[src/rtl/dbus_wait_bridge.sv]
// Bridge from the multicycle datapath's held memory strobes to a valid/ready
// memory port with variable wait states, combinational stall and timeout abort.
module dbus_wait_bridge #(
  parameter int unsigned TIMEOUT_CYCLES = 16,
  parameter logic [31:0] ERR_READ_DATA  = 32'h0000_0000
) (
  input  logic        iCLK,
  input  logic        iRST_n,
  input  logic [31:0] iAddress,
  input  logic [31:0] iWriteData,
  input  logic [3:0]  iByteEnable,
  input  logic        iWriteEnable,
  input  logic        iReadEnable,
  output logic [31:0] oReadData,
  output logic        oStall,
  output logic        oBusError,
  output logic        oMemValid,
  output logic        oMemWrite,
  output logic [31:0] oMemAddress,
  output logic [31:0] oMemWriteData,
  output logic [3:0]  oMemByteEnable,
  input  logic        iMemReady,
  input  logic [31:0] iMemReadData
);

  localparam int unsigned CW = $clog2(TIMEOUT_CYCLES);
  localparam logic [CW-1:0] CNT_LAST = CW'(TIMEOUT_CYCLES - 1);

  typedef enum logic [1:0] {IDLE, REQ, DONE} state_t;

  state_t        state, state_nxt;
  logic          req;
  logic          timeout;
  logic [CW-1:0] cnt;

  assign req = iReadEnable | iWriteEnable;

  always_ff @(posedge iCLK or negedge iRST_n) begin
    if (!iRST_n) state <= IDLE;
    else         state <= state_nxt;
  end

  always_comb begin
    state_nxt = state;
    oStall    = 1'b0;
    timeout   = 1'b0;
    case (state)
      IDLE: begin
        if (req) begin
          oStall    = 1'b1;
          state_nxt = REQ;
        end
      end
      REQ: begin
        oStall  = 1'b1;
        // ready in the last counted cycle is a normal completion
        timeout = !iMemReady && (cnt == CNT_LAST);
        if (iMemReady || timeout) state_nxt = DONE;
      end
      DONE:    state_nxt = IDLE;
      default: state_nxt = IDLE;
    endcase
  end

  always_ff @(posedge iCLK or negedge iRST_n) begin
    if (!iRST_n) begin
      oReadData      <= '0;
      oBusError      <= 1'b0;
      oMemValid      <= 1'b0;
      oMemWrite      <= 1'b0;
      oMemAddress    <= '0;
      oMemWriteData  <= '0;
      oMemByteEnable <= '0;
      cnt            <= '0;
    end else begin
      oBusError <= 1'b0;
      case (state)
        IDLE: begin
          if (req) begin
            oMemValid      <= 1'b1;
            oMemWrite      <= iWriteEnable;
            oMemAddress    <= iAddress;
            oMemWriteData  <= iWriteData;
            oMemByteEnable <= iWriteEnable ? iByteEnable : 4'b1111;
            cnt            <= '0;
          end
        end
        REQ: begin
          if (iMemReady) begin
            oMemValid <= 1'b0;
            if (!oMemWrite) oReadData <= iMemReadData;
          end else if (timeout) begin
            oMemValid <= 1'b0;
            oBusError <= 1'b1;
            if (!oMemWrite) oReadData <= ERR_READ_DATA;
          end else begin
            cnt <= cnt + CW'(1);
          end
        end
        default: ;
      endcase
    end
  end

endmodule

[config.mk]
export PLATFORM = sky130hd
export DESIGN_NAME = dbus_wait_bridge
export DESIGN_NICKNAME = d
export VERILOG_FILES = /design/src/rtl/dbus_wait_bridge.sv
export SDC_FILE = /design/constraint.sdc
export NUM_CORES = 1
export LEC_CHECK = 0
export ABC_AREA = 1
export CORE_UTILIZATION = 41
export DETAILED_ROUTE_END_ITERATION = 16
export PLACE_DENSITY = 0.81
export SYNTH_ARGS = -nofsm -noshare
export SYNTH_HDL_FRONTEND = slang
export SYNTH_SLANG_ARGS = --single-unit
export TNS_END_PERCENT = 100
[constraint.sdc]
create_clock -name iCLK -period 1.7 [get_ports iCLK]
set_clock_uncertainty 0.2 [all_clocks]
set_input_delay 0.34 -clock iCLK [delete_from_list [all_inputs] [get_ports iCLK]]
set_output_delay 0.34 -clock iCLK [all_outputs]
set_load 0.01 [all_outputs]
* After elaboration in Yosys (flattened, before gate mapping) *
Cells that the tools add are included.

cells by class
  add/subtract/negate cells = 1
  multiply operators = 0
  divide/modulo/power cells = 0
  magnitude comparators = 0
  eq/ne operators = 9
  shift-type cells = 0
  multiplexer cells = 22
  bitwise gates (word level) = 1
  reduce and logical (&&, ||, !) cells = 11

operators by type and width
  operator                                                                number
  32-bit 2-to-1 mux                                                       4
  4-bit 2-to-1 mux                                                        4
  2-bit inequality test (second input constant)                           6
  1-bit 2-to-1 mux                                                        8
  4-bit case mux with 2 select lines                                      1
  4-bit AND reduction                                                     2
  4-bit by 1-bit adder with 4-bit output (second input constant)          1
  4-bit equality test (second input constant)                             1
  2-bit 2-to-1 mux                                                        2
  1-bit case mux with 2 select lines                                      2
  2-bit case mux with 2 select lines                                      1
  2-bit AND reduction                                                     2
  2-bit nonzero test                                                      2
  3-bit inequality test (second input constant)                           1
  3-bit AND reduction                                                     1
  2-bit by 1-bit equality test with 1-bit output (second input constant)  1
  2-bit zero test                                                         1
  1-bit logical AND                                                       1
  1-bit zero test                                                         1
  1-bit logical OR                                                        1
  1-bit OR                                                                1

storage, ports and cells
  register bits after elaboration = 109
  bits in latches = 0
  memory bits (writable) = 0
  ROM bits = 0
  input bits = 105
  output and inout bits = 104
  logic and storage cells = 53
  memories = 0

* Longest topological paths before layout *
Gate-level depths: netlist (run 1).

  word-level depth = 6
  depth in mapped cells = 7
  mapped depth without buffers = 6

* Least setup slack after synthesis (run 1) *
No wires, ideal clock.

  kind = input to output
  start = input iReadEnable
  end = output oStall
  arrival time = 0.974 ns
  required time = 1.160 ns
  path slack = 0.186 ns
  cell stages on the path = 4
  path buffers = 1
  cells stage by stage = or2_1 > nand2_2 > buf_2 > nand2_1

on the way
  cells in the longest elaborated chain, start to end = 3

ends and longest elaborated chain
  item                                RTL line  text
  from (decl)                         13        input logic iReadEnable,
  1-bit OR                            36        assign req = iReadEnable | iWriteEnable;
  1-bit 2-to-1 mux                    49        if (req) begin
  1-bit case mux with 2 select lines  47        case (state)
  to (decl)                           15        output logic oStall,

Every way passes these cells.

* Worst setup path after layout (run 1) *
  start = register state[0]
  end = output oStall

on the way
  cells in the longest elaborated chain, start to end = 2
  elaborated cells between the ends (all ways) = 3
  those cells by class = 1 x eq/ne; 1 x mux; 1 x reduce/logical

ends and longest elaborated chain
  item                                                                               RTL line  text
  from (decl)                                                                        31        state_t state, state_nxt;
  from (signal assigned)                                                             40        else state <= state_nxt;
  2-bit by 1-bit equality test with 1-bit output or 2-bit zero test (tied branches)  47
  1-bit case mux with 2 select lines (*)                                             47

Mark *: on every way between the ends. The rest lies on a longest branch, timed or not.

==> results of run 1 <==
==> worst paths after layout <==
kind | start | to
max in group asynchronous | iRST_n | oMemAddress[16]$_DFFE_PN0P_
min | iRST_n | oReadData[2]$_DFFE_PN0P_
min in group iCLK | iWriteEnable | oMemWrite$_DFFE_PN0P_
max | state[0]$_DFFE_PN0P_ | oStall
max reg2reg | cnt[0]$_DFFE_PN0P_ | oReadData[19]$_DFFE_PN0P_
min reg2reg | oMemAddress[24]$_DFFE_PN0P_ | oMemAddress[24]$_DFFE_PN0P_
==> metal layers <==
metal / GRT usage [%] / wire [um] / vias to the layer above
li1: - / - / 1887
met1: 27.0 / 4940 / 1848
met2: 35.1 / 5450 / 171
met3: 7.48 / 1160 / 21
met4: 8.73 / 240 / 0
met5: 0 / 0 / -
==> metrics by stage <==
step | setup TNS (ns) | area, um^2 | setup WS [ns] | instances
floorplan | 0 | 4450 | 0.186 | 476
global placement | -23.25 | 6660 | -0.472 | 811
detailed placement | -26.27 | 6660 | -0.473 | 811
CTS | -0.117 | 6730 | -0.117 | 826
global route | -0.0454 | 6780 | -0.0361 | 829
finish | 0 | 6780 | 0.0235 | 829
==> cell type report <==
type,count,area [um^2]
Clock buffer,12,135
Clock inverter,2,60.1
Fill cell,883,3630
Inverter,8,30.0
Multi-Input combinational cell,335,1500
Sequential cell,109,2730
Tap cell,136,170
Timing Repair Buffer,227,2160
==> cells in the final DEF (no fill, tap or decap), types with 6 or more instances in the layout <==
| master | n |
|---|---|
| dlygate4sd2_1 | 103 |
| nor2_1 | 6 |
| nand2_1 | 269 |
| clkdlybuf4s50_1 | 101 |
| nand3_1 | 6 |
| clkbuf_8 | 9 |
| buf_4 | 13 |
| o21ai_2 | 32 |
| inv_1 | 7 |
| o21ai_0 | 8 |
| dfrtp_1 | 109 |
==> worst max-delay path, stage by stage, from the launching register on <==
cell and delay (ns):
dfrtp_1 0.40, buf_4 0.15, nand2_2 0.07, nand2_2 0.05, buf_6 0.12
==> logic make-up after synthesis <==
logic type	count (synthesis)	synth area share (%)
buffers and inverters	32	5.28
DFF	109	61.3
adders and majority gates	1	0.281
xor gates and xnor gates	1	0.197
and+or+nand+nor	292	25.7
AOI/OAI and AO/OA	41	7.31
==> sequential cells by signal (all words and copies together) (netlist names) <==
name            flops
oBusError           1
oMemValid           1
cnt                 4
oReadData          32
oMemWrite           1
oMemAddress        32
state               2
oMemByteEnable      4
oMemWriteData      32
==> where the power goes <==
part / leakage, nW / internal (mW) / switching (mW)
clock: 0.0965 / 0.818 / 0.814
combinational: 2.10 / 2.16 / 2.65
sequential: 1.37 / 3.70 / 0.608
total: 3.57 / 6.68 / 4.07
==> timing repair <==
action                                  CTS  global route
hold buffers                              1             0
buffers inserted                          0             3
endpoints found under the hold margin   109             0
endpoints found under the setup margin  126            53
gates cloned                              0             0
gates resized for setup                 108             8
pin swaps                                 0             4
==> reports/qor.txt, run 1 <==
Syn Inst Count - 476
Fin. Hold Viols - 0
Root Buffer - clkbuf_8
register bit total from synthesis - 109
iteration-0 DRC count of the detailed router - 177
Avg Cell Area, Syn - 9.35 um^2
most frequent cell after synthesis - nand2_1
layout cells sized above 1 - 10.5%
largest fanout on the critical path - 2
CP Capture Type - output port
Commonest cells post-synth - 271 x nand2_1, 109 x dfrtp_1, 32 x o21ai_2, 8 x buf_2, 8 x o21ai_0
# DRC - 0
Core Box Area - 10400 um^2
Core Rows - 37
Num CTS Buffers - 9
crit start category - register
status - completed
top_reg_cell synth - dfrtp_1
worst slew pin tran - 0.337 ns
P_leak - 3.57 nW
vias in the first global route - 4017
Syn-to-layout area delta - 52.3%
Post-Syn Area - 4450 um^2
Die Area - 11300 um^2
Hold WS - 0.143 ns
critical path data required time - 1.16 ns
Tot Pwr - 10.8 mW
Synth area leader - dfrtp_1
clock tree buffer depth - 2
Syn Nets - 582
die height - 106 um
Vias/cell - 4.74
I/O Buffers - 208
Synth top area share - 61.3%
Worst Reg-to-Reg Cells - 7
antenna-violating nets left - 0
Slew HR - 77.5%
clk sink count - 109
Period Utilization, post-route - 98.6%
Max Slew Vio Count - 0
Setup-failing EPs final - 0
GRT Util Overall - 21.9%
Boundary Pins - 209
CTS tree - yes
unrepaired setup endpoints after global routing - yes
Skew-Pair Late Insertion Delay - 0.36 ns
largest net degree at the start of global routing - 54
nets@finish - 796
final wirelength - 11800 um
Setup CP Type - register to output port
antenna cells - 0
FFs w/ async S/R, synth - 100%
CTS HTree Levels - 3
placed wire-length estimate - 8740 um
r2r setup slk - 0.08 ns
power density over cell area - 1590 nW/um^2
GPL Wtd Cong - 0.769
routed len/inst - 14.2 um
starting utilization of the core area - 42.7%
Synth Warn # - 0
Arrival @ worst endpoint - 1.14 ns
VDD IR max - 0.900 mV
shortest period the worst path allows - 1.68 ns
clock-pin slew on the worst setup and hold paths - 0.09 ns
grt ovf - 0
Vias - 3927
first-pass GRT wire length - 19300 um
ranking of synthesized cells by area - dfrtp_1 61%, nand2_1 23%, o21ai_2 6.3%
Finished Core Util - 65.1%
Max-Cap Viols - 0
router iterations before antenna repair - 4
die width - 106 um
hold crit path type - input port to async pin
Post-synth EDFFs - 0
sequential fraction of the synthesis area - 61.3%
initial antenna violation count - 0
achievable frequency - 596 MHz
Netlist cell types - 22
Power figures use the tool's default switching activity.
==> run 2: changes to the inputs <==
--- a/config.mk
+++ b/config.mk
@@ -6,10 +6,12 @@
 export NUM_CORES = 1
 export LEC_CHECK = 0
 export ABC_AREA = 1
-export CORE_UTILIZATION = 41
+export CELL_PAD_IN_SITES_DETAIL_PLACEMENT = 0
+export CELL_PAD_IN_SITES_GLOBAL_PLACEMENT = 1
+export CORE_UTILIZATION = 30
 export DETAILED_ROUTE_END_ITERATION = 16
-export PLACE_DENSITY = 0.81
+export PLACE_DENSITY = 0.8
 export SYNTH_ARGS = -nofsm -noshare
 export SYNTH_HDL_FRONTEND = slang
 export SYNTH_SLANG_ARGS = --single-unit
-export TNS_END_PERCENT = 100
+export TNS_END_PERCENT = 20
==> run 2 against run 1 <==
  * Largest power group unchanged
  * Total power increased by 3.9%
  * Largest cell class unchanged
  * Critical path depth did not move
  * Register-to-register slack better by 0.04 ns
  * Critical path type unchanged
  * Setup slack improved by 0.017 ns
  * Cell count rose by 7.0%
==> reports/qor.txt, run 2 (synthesis gave the netlist of run 1 again) <==
I/O Buffers - 208 (unchanged)
nets@finish - 804 (+1.0%)
Boundary Pins - 209 (unchanged)
GRT Util Overall - 15.9% (-6.0 points)
Root Buffer - clkbuf_16
placed cells - 866 (+6.8%)
routed len/inst - 13.7 um (-4.0%)
Die Area - 15300 um^2 (+36%)
worst reg2reg endpoint - oReadData[6]$_DFFE_PN0P_
worst reg2reg startpoint - cnt[1]$_DFFE_PN0P_
Max-Cap Viols - 0 (unchanged)
crit start category - register
antenna-violating nets left - 0 (unchanged)
grt ovf - 0 (unchanged)
antenna cells - 0 (unchanged)
CTS tree - yes
largest net degree at the start of global routing - 47 (-13%)
worst slew pin tran - 0.358 ns (+0.0208 ns)
die height - 124 um (+17%)
# DRC - 0 (unchanged)
most frequent cells in the layout - 270 x nand2_1, 109 x dfrtp_1, 103 x dlygate4sd2_1
iteration-0 DRC count of the detailed router - 119 (-33%)
Core Box Area - 14500 um^2 (+39%)
r2r setup slk - 0.12 ns (+0.04 ns)
Multi-input gate area - 1500 um^2 (-0.17%)
biggest regs - oMemAddress (32), oMemWriteData (32), oReadData (32)
router iterations before antenna repair - 5 (+1)
Setup crit end - oStall
initial antenna violation count - 0 (unchanged)
Worst Reg-to-Reg Cells - 7 (unchanged)
Max Slew Vio Count - 0 (unchanged)
clock-pin slew on the worst setup and hold paths - 0.08 ns (about the same)
clk sink count - 109 (unchanged)
Skew-Pair Late Insertion Delay - 0.34 ns (-0.02 ns)
GPL Wtd Cong - 0.735 (-4.4%)
most common cell after layout, fill and taps aside - nand2_1
critical path data required time - 1.16 ns (about the same)
placed instance area - 6810 um^2 (+2.3%)
Final Instance Count excl. Fillers - 887 (+7.0%)
die width - 124 um (+17%)
first-pass GRT wire length - 18700 um (-2.9%)
final wirelength - 12100 um (+2.7%)
P_leak - 3.65 nW (+2.5%)
unrepaired setup endpoints after global routing - yes
achievable frequency - 603 MHz (+1.0%)
register area - 2730 um^2 (unchanged)
CTS HTree Levels - 3 (unchanged)
hold crit path type - input port to async pin
power density over cell area - 1600 nW/um^2 (+0.63%)
placed wire-length estimate - 8840 um (+1.1%)
Worst setup startpoint - state[0]$_DFFE_PN0P_
Setup CP Type - register to output port
Num CTS Buffers - 9 (unchanged)
Syn-to-layout area delta - 57.4%
Fill cells - 1414 (+60%)
clock tree buffer depth - 2 (unchanged)
VDD IR max - 0.777 mV (-14%)
Core Rows - 44 (+19%)
Vias - 3895 (-0.81%)
final instance area - 7010 um^2 (+3.3%)
layout cells sized above 1 - 12.1% (+1.6 points)
Slew HR - 76.1% (-1.4 points)
Vias/cell - 4.39 (-7.3%)
shortest period the worst path allows - 1.66 ns (-0.0169 ns)
Arrival @ worst endpoint - 1.12 ns (-0.02 ns)
largest fanout on the critical path - 2 (unchanged)
status - completed
vias in the first global route - 3833 (-4.6%)
Finished Core Util - 48.4% (-17 points)
Hold WS - 0.146 ns (+0.00248 ns)
CP Capture Type - output port
starting utilization of the core area - 30.7% (-12 points)
Period Utilization, post-route - 97.6% (-0.99 points)
Setup-failing EPs final - 0 (unchanged)
Fin. Hold Viols - 0 (unchanged)
## run 2: cell types whose count changed in the layout (fill, tap and decap cells not counted), moves of 2 or more
cell       delta
clkbuf_16     +9
buf_12        +3
inv_6         +2
clkinv_2      +3
bufinv_16     -2
buf_4         +6
clkbuf_1      -3
clkbuf_8      -9
buf_6         -2
## run 2: power breakdown
part,switching (mW),internal [mW]
combinational,2.64,2.24
sequential,0.594,3.71
clock,0.984,1.00
## run 2: area by class of cell
class	count	area share (%)
clock inverter	7	0.697
timing repair buffer	235	32.1
tap	184	3.29
clock buffer	9	3.21
multi-input combinational	335	21.4
sequential	109	38.9
inverter	8	0.429
## run 2: how the worst min path moves through the flow
| stage | startpoint | end | slack, ns |
|---|---|---|---|
| finish | iRST_n | oReadData[29]$_DFFE_PN0P_ | 0.15 |
| global route | iRST_n | oReadData[29]$_DFFE_PN0P_ | 0.14 |
| CTS | iRST_n | oReadData[29]$_DFFE_PN0P_ | 0.13 |
| detailed placement | iRST_n | oReadData[29]$_DFFE_PN0P_ | -0.04 |
| global placement | iRST_n | oReadData[29]$_DFFE_PN0P_ | -0.04 |
| floorplan | iRST_n | cnt[0]$_DFFE_PN0P_ | -0.16 |
## run 2: per-layer routing
layer	GRT usage, %	part of all wire [%]	vias up
met2	25.6	46	147
li1	-	-	1915
met4	5.80	1.2	0
met5	0	0	-
met1	20.0	43	1824
met3	5.04	9.4	9
## run 2: repair_timing
item | 4_1_cts | 5_1_grt
endpoints found under the hold margin | 109 | 0
buffers inserted | 1 | 3
hold buffers | 1 | 0
gates resized for setup | 109 | 4
setup endpoints to repair | 105 | 58
pin swaps | 0 | 3
## run 2: per-stage QoR
stage	setup TNS [ns]	worst slack [ns]	power, mW
finish	0	0.0404	11.2
global route	-0.0174	-0.0174	12.1
CTS	-0.0567	-0.0567	11.3
detailed placement	-24.13	-0.397	10.1
global placement	-22.51	-0.407	9.93
floorplan	0	0.186	6.82
## run 2: critical path: stages (launching register included)
cell and delay (ns):
dfrtp_1 0.39, buf_4 0.14, nand2_2 0.07, nand2_1 0.05
buf_2 0.13
==> run 3: changes to the inputs <==
--- a/config.mk
+++ b/config.mk
@@ -8,9 +8,11 @@
 export ABC_AREA = 1
 export CELL_PAD_IN_SITES_DETAIL_PLACEMENT = 0
 export CELL_PAD_IN_SITES_GLOBAL_PLACEMENT = 1
-export CORE_UTILIZATION = 30
+export CORE_UTILIZATION = 31
+export CTS_BUF_LIST = sky130_fd_sc_hd__clkbuf_4
 export DETAILED_ROUTE_END_ITERATION = 16
-export PLACE_DENSITY = 0.8
+export PLACE_DENSITY = 0.82
+export REMOVE_ABC_BUFFERS = 1
 export SYNTH_ARGS = -nofsm -noshare
 export SYNTH_HDL_FRONTEND = slang
 export SYNTH_SLANG_ARGS = --single-unit
==> run 3 against run 2 <==
  * The flow now finishes with violations (negative setup slack)
  * Critical path type unchanged
  * Flip-flop and latch count unchanged
  * Setup slack worse by 0.13 ns
  * Wire length down 3.7%
  * Die area down 3.2%
  * Hold slack better by 0.048 ns
  * Total power down 7.0%
  * Sequential share of layout area up 2.5 points
  * First-iteration DRC count up 16%
==> reports/qor.txt, run 3 (synthesis gave the netlist of run 1 again) <==
VDD IR max - 0.585 mV (-25%)
Hold Path Depth - 3
critical path data required time - 1.16 ns (about the same)
placed cells - 859 (-0.81%)
largest fanout on the critical path - 2 (unchanged)
DP Worst Slack - -0.396 ns (+0.000883 ns)
Final Instance Count excl. Fillers - 891 (+0.45%)
Setup CP Type - register to output port
largest net degree at the start of global routing - 68 (+45%)
Boundary Pins - 209 (unchanged)
starting utilization of the core area - 31.9% (+1.2 points)
power density over cell area - 1580 nW/um^2 (-0.98%)
antenna cells - 0 (unchanged)
Vias/cell - 4.40 (+0.19%)
worst slew pin tran - 0.380 ns (+0.0220 ns)
biggest regs - oMemAddress (32), oMemWriteData (32), oReadData (32)
layout cells sized above 1 - 27.0% (+15 points)
final setup margin - -0.0914 ns (-0.132 ns)
Worst Reg-to-Reg Cells - 7 (unchanged)
Sw Share - 39.2% (+1.4 points)
hold crit path type - input port to register
max layer used - met4
router iterations before antenna repair - 6 (+1)
Finished Core Util - 47.2% (-1.2 points)
clock-pin slew on the worst setup and hold paths - 0.16 ns (+0.08 ns)
first-pass GRT wire length - 18500 um (-1.1%)
iteration-0 DRC count of the detailed router - 138 (+16%)
clock tree buffer depth - 2 (unchanged)
Sequential Power Share - 41.2% (+2.7 points)
crit start category - register
switching power - 4.07 mW (-3.5%)
Max-Cap Viols - 0 (unchanged)
length of routed met2 wiring - 5180 um (-7.1%)
M1 wire length - 5060 um (-3.8%)
GPL Wtd Cong - 0.773 (+5.1%)
Period Utilization, post-route - 105% (+7.8 points)
Max Slew Vio Count - 0 (unchanged)
Pint - 6.32 mW (-9.2%)
Arrival @ worst endpoint - 1.25 ns (+0.13 ns)
status - finished, violations left
Num CTS Buffers - 9 (unchanged)
initial antenna violation count - 0 (unchanged)
# DRC - 0 (unchanged)
Core Rows - 43 (-2.3%)
most frequent cells in the layout - 270 x nand2_1, 109 x dfrtp_1, 103 x clkdlybuf4s50_1
worst reg2reg endpoint - oReadData[13]$_DFFE_PN0P_
I/O Buffers - 208 (unchanged)
Core Box Area - 13900 um^2 (-3.8%)
P_leak - 3.43 nW (-6.1%)
r2r setup slk - 0.10 ns (-0.02 ns)
clk sink count - 109 (unchanged)
achievable frequency - 558 MHz (-7.4%)
vias in the first global route - 3850 (+0.44%)
placed wire-length estimate - 8300 um (-6.1%)
Setup-failing EPs final - 1 (+1)
GRT Util Overall - 16.0% (+0.11 points)
failing checks - negative setup slack
grt ovf - 0 (unchanged)
Fin. Hold Viols - 0 (unchanged)
Vias - 3920 (+0.64%)
DR WL met3 - 1250 um (+9.3%)
antenna-violating nets left - 0 (unchanged)
worst reg2reg startpoint - cnt[1]$_DFFE_PN0P_
shortest period the worst path allows - 1.79 ns (+0.132 ns)
most common cell after layout, fill and taps aside - nand2_1
WHS Endpoint - oMemWriteData[4]$_DFFE_PN0P_
Root Buffer - clkbuf_4
die width - 122 um (-1.6%)
routed len/inst - 13.1 um (-4.1%)
Comb pwr share - 46.0% (+2.3 points)
Die Area - 14800 um^2 (-3.2%)
Final TNS setup - -0.0914 ns (-0.0914 ns)
Skew-Pair Late Insertion Delay - 0.46 ns (+0.12 ns)
CTS HTree Levels - 3 (unchanged)
die height - 122 um (-1.6%)
Clk pwr share - 12.8% (-5.0 points)
nets@finish - 812 (+1.0%)
Min-Delay Startpoint - iWriteData[4]
unrepaired setup endpoints after global routing - yes
Slew HR - 74.7% (-1.5 points)
final wirelength - 11700 um (-3.7%)
CP Capture Type - output port
Syn-to-layout area delta - 47.8%
CTS tree - yes
run 3: power groups by stage:
stage	logic (mW)	registers [mW]	clock network [mW]
4_1_cts	5.19	4.32	1.41
3_3_place_gp	5.50	4.34	0
2_1_floorplan	1.74	4.83	0
6_report	4.78	4.29	1.33
5_1_grt	5.33	4.43	1.50
3_5_place_dp	5.59	4.36	0
run 3: layer usage:
metal	vias to the layer above	global-route usage, %
met5	-	0
met3	13	5.76
met1	1822	20.4
li1	1927	-
met4	0	6.02
met2	158	24.8
run 3: worst max path at each step:
stage / slack, ns / to / depth (start not counted) / startpoint
after floorplan: -0.66 / oMemAddress[0]$_DFFE_PN0P_ / 5 / iReadEnable
after global placement: -0.40 / oStall / 5 / iWriteEnable
after detailed placement: -0.40 / oStall / 5 / iWriteEnable
after CTS: -0.14 / oStall / 4 / state[0]$_DFFE_PN0P_
after global routing: -0.19 / oStall / 4 / state[0]$_DFFE_PN0P_
final: -0.09 / oStall / 4 / state[0]$_DFFE_PN0P_
run 3: what timing repair did:
| action | in CTS | in global routing |
|---|---|---|
| setup buffers | 10 | 4 |
| endpoints found under the hold margin | 109 | 0 |
| hold buffers | 2 | 0 |
| gates resized for setup | 305 | 80 |
| setup endpoints to repair | 104 | 131 |
| pin swaps | 2 | 0 |
| gates cloned | 0 | 0 |
run 3: area by class of cell:
class	instances	area, um^2
multi-input cells	335	1500
clock buffers	12	90.1
inverters	8	35.0
fillers	1404	7360
repair buffers	243	1950
flip-flops and latches	109	2730
well taps	180	225
clock inverters	4	48.8
run 3: through the flow:
stage | hold WS [ns] | area [um^2] | total power [mW]
after floorplan | -0.156 | 4250 | 6.57
after global placement | -0.0441 | 6770 | 9.85
after detailed placement | -0.0441 | 6770 | 9.95
after CTS | 0.140 | 6920 | 10.9
after global routing | 0.154 | 6580 | 11.3
final | 0.194 | 6580 | 10.4
run 3: worst max-delay path: stages (launching register included):
cell	delay [ns]
dfrtp_1	0.43
nor2_2	0.14
nand2_2	0.07
nand2_1	0.05
buf_2	0.12
